<file path="src/rtl/cp0_pkg.sv">
// Shared CP0 definitions: register indices, SR/Cause field positions,
// exception codes and a small PC helper used when capturing EPC.
package cp0_pkg;

    localparam logic [31:0] HANDLER_ADDR_DEFAULT = 32'h0000_4180;
    localparam int          NUM_HWINT_DEFAULT    = 6;

    localparam logic [4:0] CP0_SR    = 5'd12;
    localparam logic [4:0] CP0_CAUSE = 5'd13;
    localparam logic [4:0] CP0_EPC   = 5'd14;

    // SR layout: IM occupies the bits starting at IM_LO, plus EXL and IE.
    localparam int SR_IE_BIT  = 0;
    localparam int SR_EXL_BIT = 1;
    localparam int IM_LO      = 10;

    // Cause layout: BD on top, IP shares IM_LO with SR, ExcCode in [6:2].
    localparam int CAUSE_BD_BIT = 31;
    localparam int CAUSE_EXC_LO = 2;

    typedef enum logic [4:0] {
        EXC_INT     = 5'd0,
        EXC_ADEL    = 5'd4,
        EXC_ADES    = 5'd5,
        EXC_SYSCALL = 5'd8,
        EXC_RI      = 5'd10,
        EXC_OV      = 5'd12
    } exc_code_e;

    // Victim PCs are word addresses; the low two bits are dropped before use.
    function automatic logic [31:0] word_align(input logic [31:0] pc);
        return pc & 32'hFFFF_FFFC;
    endfunction

endpackage

</file>
<file path="src/rtl/cp0_unit.sv">
// Coprocessor 0: holds SR, Cause and EPC, raises the flush/redirect request
// for interrupts and exceptions, and services mtc0/mfc0/eret.
module cp0_unit
    import cp0_pkg::*;
#(
    parameter logic [31:0] HANDLER_ADDR = HANDLER_ADDR_DEFAULT,
    parameter int          NUM_HWINT    = NUM_HWINT_DEFAULT
) (
    input  logic                 clk,
    input  logic                 reset,
    input  logic                 en,
    input  logic [4:0]           cp0_addr,
    input  logic [31:0]          cp0_wdata,
    output logic [31:0]          cp0_rdata,
    input  logic [31:0]          vpc,
    input  logic                 bd_in,
    input  logic [4:0]           exc_code_in,
    input  logic                 exl_clr,
    input  logic [NUM_HWINT-1:0] hw_int,
    output logic                 req,
    output logic [31:0]          epc_out,
    output logic [31:0]          handler_pc
);

    logic [NUM_HWINT-1:0] im;
    logic                 exl;
    logic                 ie;
    logic                 cause_bd;
    logic [NUM_HWINT-1:0] ip;
    logic [4:0]           exc_code;
    logic [31:0]          epc;

    logic                 int_req;
    logic                 exc_req;
    logic [31:0]          epc_next;
    logic [31:0]          sr_value;
    logic [31:0]          cause_value;

    // Request logic: interrupts need IE and an unmasked line; both sources
    // are blocked while EXL is set. A delay-slot victim restarts at the branch.
    always_comb begin
        int_req  = ie & ~exl & (|(hw_int & im));
        exc_req  = ~exl & (exc_code_in != 5'd0);
        req      = int_req | exc_req;
        epc_next = bd_in ? (word_align(vpc) - 32'd4) : word_align(vpc);
    end

    // Assemble the architecturally visible SR and Cause words; unused bits read 0.
    always_comb begin
        sr_value                             = '0;
        sr_value[IM_LO +: NUM_HWINT]         = im;
        sr_value[SR_EXL_BIT]                 = exl;
        sr_value[SR_IE_BIT]                  = ie;
        cause_value                          = '0;
        cause_value[CAUSE_BD_BIT]            = cause_bd;
        cause_value[IM_LO +: NUM_HWINT]      = ip;
        cause_value[CAUSE_EXC_LO +: 5]       = exc_code;
    end

    // mfc0 read mux: returns the registered value, never the word being written.
    always_comb begin
        cp0_rdata = '0;
        case (cp0_addr)
            CP0_SR:    cp0_rdata = sr_value;
            CP0_CAUSE: cp0_rdata = cause_value;
            CP0_EPC:   cp0_rdata = epc;
            default:   cp0_rdata = '0;
        endcase
    end

    // Register update: IP tracks the lines every cycle; a request captures the
    // victim and drops any mtc0 in the same cycle; eret clears EXL after a SR write.
    always_ff @(posedge clk) begin
        if (reset) begin
            im       <= '0;
            exl      <= 1'b0;
            ie       <= 1'b0;
            cause_bd <= 1'b0;
            ip       <= '0;
            exc_code <= 5'd0;
            epc      <= 32'd0;
        end else begin
            ip <= hw_int;
            if (req) begin
                exl      <= 1'b1;
                cause_bd <= bd_in;
                exc_code <= int_req ? EXC_INT : exc_code_in;
                epc      <= epc_next;
            end else begin
                if (en) begin
                    if (cp0_addr == CP0_SR) begin
                        im  <= cp0_wdata[IM_LO +: NUM_HWINT];
                        exl <= cp0_wdata[SR_EXL_BIT];
                        ie  <= cp0_wdata[SR_IE_BIT];
                    end else if (cp0_addr == CP0_EPC) begin
                        epc <= cp0_wdata;
                    end
                end
                if (exl_clr) begin
                    exl <= 1'b0;
                end
            end
        end
    end

    assign epc_out    = epc;
    assign handler_pc = HANDLER_ADDR;

endmodule

</file>
<file path="config.mk">
export PLATFORM = sky130hd
export DESIGN_NAME = cp0_unit
export DESIGN_NICKNAME = d
export VERILOG_FILES = /design/src/rtl/cp0_pkg.sv /design/src/rtl/cp0_unit.sv
export SDC_FILE = /design/constraint.sdc
export NUM_CORES = 1
export LEC_CHECK = 0
export BUFFER_PORTS_ARGS = -buffer_cell sky130_fd_sc_hd__buf_2
export CAP_MARGIN = 20
export CORE_MARGIN = 2
export CORE_UTILIZATION = 43
export CTS_CLUSTER_DIAMETER = 30
export DETAILED_ROUTE_END_ITERATION = 10
export PLACE_DENSITY = 0.8
export SYNTH_ARGS = -nofsm -noshare
export SYNTH_HDL_FRONTEND = slang
export SYNTH_SLANG_ARGS = --single-unit
</file>
<file path="constraint.sdc">
create_clock -name clk -period 7.7 [get_ports clk]
set_input_delay 1.54 -clock clk [delete_from_list [all_inputs] [get_ports clk]]
set_output_delay 1.54 -clock clk [all_outputs]
set_load 0.005 [all_outputs]
</file>
==> metrics.md, run 1 <==
| Metric | Value |
|---|---|
| Setup crit start kind | primary input |
| Slew Limit Headroom | 0.285 |
| Max Clk Rate | about 0.18 GHz |
| Sequential Power Share | 0.480 |
| Commonest non-fill, non-tap cell in the layout | buf_2 |
| Total CTS buffers | 5 |
| P_sw | 0.189 mW |
| P_int | 0.447 mW |
| # hold bufs at CTS | 0 |
| Vias | 4099 |
| Postcts setup bufs | 0 |
| Clk sink count | 52 |
| Final Cycle Share | 0.724 |
| Drt initial violations | 397 |
| Final setup fails | 0 |
| Final Hold Fails | 0 |
| Clock Latency Late Sink | about 310 ps |
| Synth top area share | 0.267 |
| WP data required | about 6000 ps |
| Pleak | between 2 and 2.5 nW |
| Critical R2R Capture | epc_out[15] |
| Yosys reg bits | 52 |
| Synth area leaders | dfxtp_1 (27%), mux2i_1 (6.4%), buf_4 (6.2%) |
| Largest net degree at the start of global routing | 41 |
| Seq/Total Area, Yosys | 0.267 |
| Area post-placement | roughly 0.0045 sq mm |
| Die W | 99.3 microns |
| Switching share of total power | 0.297 |
| Most frequent cells in the layout | buf_2 (147), dfxtp_1 (52), conb_1 (32), mux2i_1 (25), nand2_1 (24) |
| Core Util, Final | 0.522 |
| Row cnt | 34 |
| Worst Reg-to-Reg Cells | 6 |
| Buf/Inv on CP | 4 |
| Hold path startpoint | im[2] |
| WL final | roughly 12000 microns |
| Final setup margin | roughly 2100 ps |
| RSZ-0062 raised after global routing | false |
| Worst path cell trace | buf_2 > a22o_1 > o311a_1 > buf_4 > nor2_1 > inv_1 > buf_2 |
| Reg2reg setup slack | 4750 ps |
| Drt wl/cell | ~18 microns |
| Ys async rst share | 0 |
| Clock H-tree levels | 2 |
| Final Max Tran Viols | 0 |
| Post-synthesis cell area | around 0.004 sq mm |
| Diode count | 0 |
| Core footprint | 0.00876 sq mm |
| Worst Hold Class | reg -> reg |
| First-pass GRT wire length | ~19000 microns |
| Residual DRC | 0 |
| Max Cap Violations | 0 |
| Largest area contributor in the netlist | dfxtp_1 |
| CTS tree | yes |
| Aggregate global routing overflow | 0 |
| Area Overhead vs Synth | 17.2% |
| Clock transition at path regs | around 90 ps |
| Drt via density | between 5 and 6 |
| Starting Density | 0.445 |
| Post-Syn Instances | roughly 470 |
| Post-synthesis area per instance | roughly 8.4 sq um |
| Clock power frac | 0.291 |
| Hold EP | im[2] |
| Crit-path slowest cell | nor2_1 |
| Peak VDD IR | between 0.06 and 0.07 mV |
| IO Count | approximately 180 |
| P per Cell Area | ~140 mW/mm^2 |
| Die H | 99.3 microns |
| Crit end category | output pin |
| Vias in the first global route | ~3700 |
| Final Skew | around 16 ps |
| RR Startpoint | exl |
| Drt pass-1 iters | 5 |
| Die area | between 0.009 and 0.01 sq mm |
| Comb power frac | 0.229 |
| Critical path data arrival time | ~4000 ps |
| Clk buf depth | 2 |
| Post-route cell area | around 0.0046 sq mm |
| WHS Path Cells | 2 |
| Synth warnings | 0 |
| Final Total Pwr | ~0.64 mW |
| Root Driver | clkbuf_8 |
| Setup TNS | 0 ps |
| # port buffers | between 100 and 150 |
| CP peak stage delay | between 600 and 700 ps |
| GRT Util Overall | 0.231 |
| Post-synth top flop | dfxtp_1 |
| Pre-CTS setup slack | between 2000 and 2500 ps |
| CP delay by family, top | buffers and inverters |
| Worst Path Max Fanout | 31 |
| Tmin final | 5570 ps |
| PostCTS Resize Cnt | 0 |
| WS Path Type | in -> out |
| Worst Max-Slew Pin Slew | 1070 ps |
| Post-synth EDFFs | 0 |
| GP Congestion | around 0.96 |
| Initial antenna violation count | 0 |
| Synth cell types | 56 |
| Ratio of cells with drive above 1 in the final layout | 0.319 |
| Status | finished, final reports clean |
| Nets | 661 |
| Final HPWL DP | just over 9000 microns |
| Most used cell, CP | buf_2 |
| Final ANT Viol Nets | 0 |
## synthesized netlist by cell type, types with 4 or more instances
cell      number
o21ai_0       10
a31oi_1       15
a21oi_1        8
nand4_1        8
or2_2          4
or3_1          5
a22o_1        11
nor4_1        10
dfxtp_1       52
inv_1          7
o31a_1        17
nor2b_1        8
xnor2_1        5
o41ai_1       17
nor3_1         5
clkbuf_1      38
buf_4         32
and3_1        18
nor4bb_1       7
a211oi_1      19
nor2_1        10
or3b_2         5
mux2i_1       25
or4_1         12
nand3_1        8
and4_1        14
nand2_1       24
o31ai_1       17
or3_2          7
## registers in the layout, summed over array words and instances, names as in the netlist
name      count
ip            6
epc_out      32
exc_code      5
ie            1
cause_bd      1
im            6
exl           1
## worst max path at each step
stage	slack (ps)	from	to	cells past startpoint
global placement	2210	hw_int[3]	req	7
detailed placement	2180	hw_int[3]	req	7
global route	2000	hw_int[3]	req	7
floorplan	3490	cp0_addr[0]	cp0_rdata[0]	5
finish	2130	hw_int[3]	req	7
CTS	2180	hw_int[3]	req	7
## cells by family (layout without fill, tap and decap cells)
family	count (synthesis)	count (layout)	share of synthesized area
AO/OA/AOI/OAI	127	127	0.247
other	2	32	0.00192
adder cells (fa/ha/maj)	1	1	0.00321
flip-flops	52	52	0.267
multiplexers	25	25	0.0641
AND/OR/NAND/NOR	164	164	0.273
buffers and inverters	87	167	0.127
XOR/XNOR	8	8	0.0180
## metal layers
metal / share of wire / track usage
met2: 0.46 / 0.377
met3: 0.093 / 0.0372
met5: 0 / 0
met4: 0.017 / 0.0674
met1: 0.43 / 0.316
## worst min-delay path, stage by stage, from the launching register on
cell and delay, ps:
dfxtp_1 330, nand2_1 60, mux2i_1 50
## power by group through the flow
stage                     clock, mW  sequential, mW  combinational (mW)
after floorplan                   0           0.306              0.0932
after global placement            0           0.311               0.140
after detailed placement          0           0.311               0.143
after CTS                     0.188           0.305               0.143
after global routing          0.200           0.308               0.160
final                         0.185           0.306               0.146
## layout make-up
type	instances	area (sq um)
Fill cell	817	4190
Multi-Input combinational cell	357	2480
Sequential cell	52	1040
Timing Repair Buffer	152	773
Tap cell	108	135
Clock buffer	5	68.8
Clock inverter	3	42.5
Inverter	7	26.3
## metrics by stage
stage / hold WS [ps] / instances
final: 487 / 684
after global routing: 514 / 684
after CTS: 487 / 684
after detailed placement: 475 / 676
after global placement: 461 / 676
after floorplan: 447 / 496
Note: power is estimated with default switching activity, not from simulation.
==> run 2: changes to the inputs <==
clock period = 5.77 ns   (was 7.7 ns; I/O delays follow)
==> run 2 against run 1 <==
Compared with the run above: critical path depth shrank 2; clock skew shrank 8.2 ps; design area grew 0.41%; global-route usage grew 0.26 points; register-to-register slack lost 1200 ps; first-iteration DRC count grew 9.6%; highest routed layer unchanged.
==> metrics.md, run 2 (synthesized netlist as in run 1, its figures left out) <==
| Metric | Value |
|---|---|
| Status | finished, final reports clean |
| Diode count | 0 (unchanged) |
| Drt via density | 6.01 (+0.32%) |
| Residual DRC | 0 (unchanged) |
| Clock Latency Late Sink | 300 ps (about the same) |
| Commonest non-fill, non-tap cell in the layout | buf_2 |
| Die W | 99.3 microns (unchanged) |
| Peak VDD IR | 0.0983 mV (+63%) |
| Final HPWL DP | 9470 microns (+1.9%) |
| Comb power frac | 0.231 (+0.002) |
| Final std cells w/o fill | 687 (+0.44%) |
| WHS Path Cells | 2 (unchanged) |
| Row cnt | 34 (unchanged) |
| WL final | 12300 microns (+0.97%) |
| Max Clk Rate | ~0.23 GHz |
| Worst Max-Slew Pin Slew | 1030 ps (-33.6 ps) |
| # hold bufs at CTS | 0 (unchanged) |
| Hold EP | im[4] |
| Crit end category | output pin |
| Final setup fails | 0 (unchanged) |
| WS Path Type | in -> out |
| Fillers | 835 (+2.2%) |
| Worst Reg-to-Reg Cells | 5 (-1) |
| Vias | 4130 (+0.76%) |
| Reg2reg setup slack | 3550 ps (-1200 ps) |
| P_sw | 0.253 mW (+34%) |
| Total CTS buffers | 5 (unchanged) |
| Nets | 664 (+0.45%) |
| Core footprint | 0.00876 sq mm (unchanged) |
| P_int | 0.599 mW (+34%) |
| Most frequent cells in the layout | buf_2 (147), dfxtp_1 (52), conb_1 (32), mux2i_1 (25), nand2_1 (24) |
| Drt pass-1 iters | 5 (unchanged) |
| CTS tree | yes |
| RSZ-0062 raised after global routing | false |
| Critical path data arrival time | 3230 ps (-800 ps) |
| Final Hold Fails | 0 (unchanged) |
| Starting Density | 0.445 (unchanged) |
| Critical R2R Capture | im[5] |
| Setup crit start kind | primary input |
| Final Skew | 7.37 ps (-8.18 ps) |
| Pleak | 2.10 nW (+0.72%) |
| Final Cycle Share | 0.759 |
| Die area | 0.00985 sq mm (unchanged) |
| Initial antenna violation count | 0 (unchanged) |
| IO Count | 182 (unchanged) |
| GRT Util Overall | 0.234 (+0.00255) |
| Root Driver | clkbuf_8 |
| Max Cap Violations | 0 (unchanged) |
| Final Total Pwr | 0.852 mW (+34%) |
| Clock transition at path regs | 90 ps (about the same) |
| Slew Limit Headroom | 0.308 (+0.0225) |
| Drt wl/cell | 17.9 microns (+0.53%) |
| # port buffers | 147 (unchanged) |
| Area Overhead vs Synth | 17.6% |
| Cells after DPL | 679 (+0.44%) |
| Tmin final | roughly 4400 ps |
| Aggregate global routing overflow | 0 (unchanged) |
| Switching share of total power | 0.296 (-0.000539) |
| WP data required | 4620 ps (-1540 ps) |
| Sequential Power Share | 0.479 (about the same) |
| Clock H-tree levels | 2 (unchanged) |
| Worst Hold Class | reg -> reg |
| Largest net degree at the start of global routing | 40 (-2.4%) |
| Largest register FFs | 32 (unchanged) |
| First-pass GRT wire length | 18800 microns (+0.92%) |
| Clock power frac | 0.290 (about the same) |
| Final Max Tran Viols | 0 (unchanged) |
| Final ANT Viol Nets | 0 (unchanged) |
| Worst Path Max Fanout | 21 (-32%) |
| Clk sink count | 52 (unchanged) |
| Drt initial violations | 435 (+9.6%) |
| GP Congestion | 0.998 (+4.2%) |
| Die H | 99.3 microns (unchanged) |
| PostCTS Resize Cnt | 0 (unchanged) |
| Clk buf depth | 2 (unchanged) |
| RR Startpoint | exl |
| Vias in the first global route | 3720 (+0.92%) |
| Setup TNS | 0 ps (unchanged) |
| P per Cell Area | 186 mW/mm^2 (+33%) |
| Ratio of cells with drive above 1 in the final layout | 0.321 (+0.00180) |
| Postcts setup bufs | 0 (unchanged) |
| Hold path startpoint | im[4] |
-- run 2: cell count changes in the layout (fill, tap and decap cells not counted) --
cell / before / now
clkinvlp_4: 1 / 0
buf_4: 5 / 8
clkbuf_1: 0 / 1
-- run 2: how the worst max path moves through the flow --
stage                    endpoint  slack, ps  depth (start not counted)        start
detailed placement   cp0_rdata[1]       1430                          5  cp0_addr[0]
global route        cp0_rdata[13]       1130                          6  cp0_addr[0]
global placement    cp0_rdata[31]       1470                          5  cp0_addr[0]
floorplan            cp0_rdata[0]       2330                          5  cp0_addr[0]
finish               cp0_rdata[1]       1390                          5  cp0_addr[0]
CTS                  cp0_rdata[1]       1420                          5  cp0_addr[0]
-- run 2: area by class of cell --
type | instances | area [sq um] | area share
Inverter | 7 | 26.3 | 0.00572
Sequential cell | 52 | 1040 | 0.227
Tap cell | 108 | 135 | 0.0294
Timing Repair Buffer | 155 | 796 | 0.173
Multi-Input combinational cell | 357 | 2480 | 0.541
Clock buffer | 6 | 72.6 | 0.0158
Clock inverter | 2 | 35.0 | 0.00763
-- run 2: per-stage QoR --
step	worst slack (ps)	util	cell area [sq um]	hold WS, ps
after floorplan	2330	-	4020	447
after global placement	1470	0.512	4480	461
after detailed placement	1430	0.512	4480	478
after CTS	1420	0.524	4590	491
after global routing	1130	0.524	4590	509
final	1390	0.524	4590	487
-- run 2: routing by layer --
metal | part of all wire | global-route usage | routed length (microns) | up-vias
li1 | - | - | - | 1976
met1 | 0.43 | 0.319 | 5330 | 1938
met2 | 0.47 | 0.387 | 5760 | 196
met3 | 0.074 | 0.0302 | 910 | 20
met4 | 0.022 | 0.0674 | 276 | 0
met5 | 0 | 0 | 0 | -
-- run 2: critical path, stage by stage --
cell and delay [ps]:
buf_2 200, nand2b_1 530, nor2_1 960, a22o_1 270
buf_2 110
-- run 2: power groups by stage --
stage          sequential (mW)  combinational, mW  clock [mW]
3_3_place_gp             0.415              0.189           0
4_1_cts                  0.407              0.194       0.249
5_1_grt                  0.411              0.216       0.266
3_5_place_dp             0.415              0.193           0
2_1_floorplan            0.409              0.124           0
6_report                 0.408              0.197       0.247
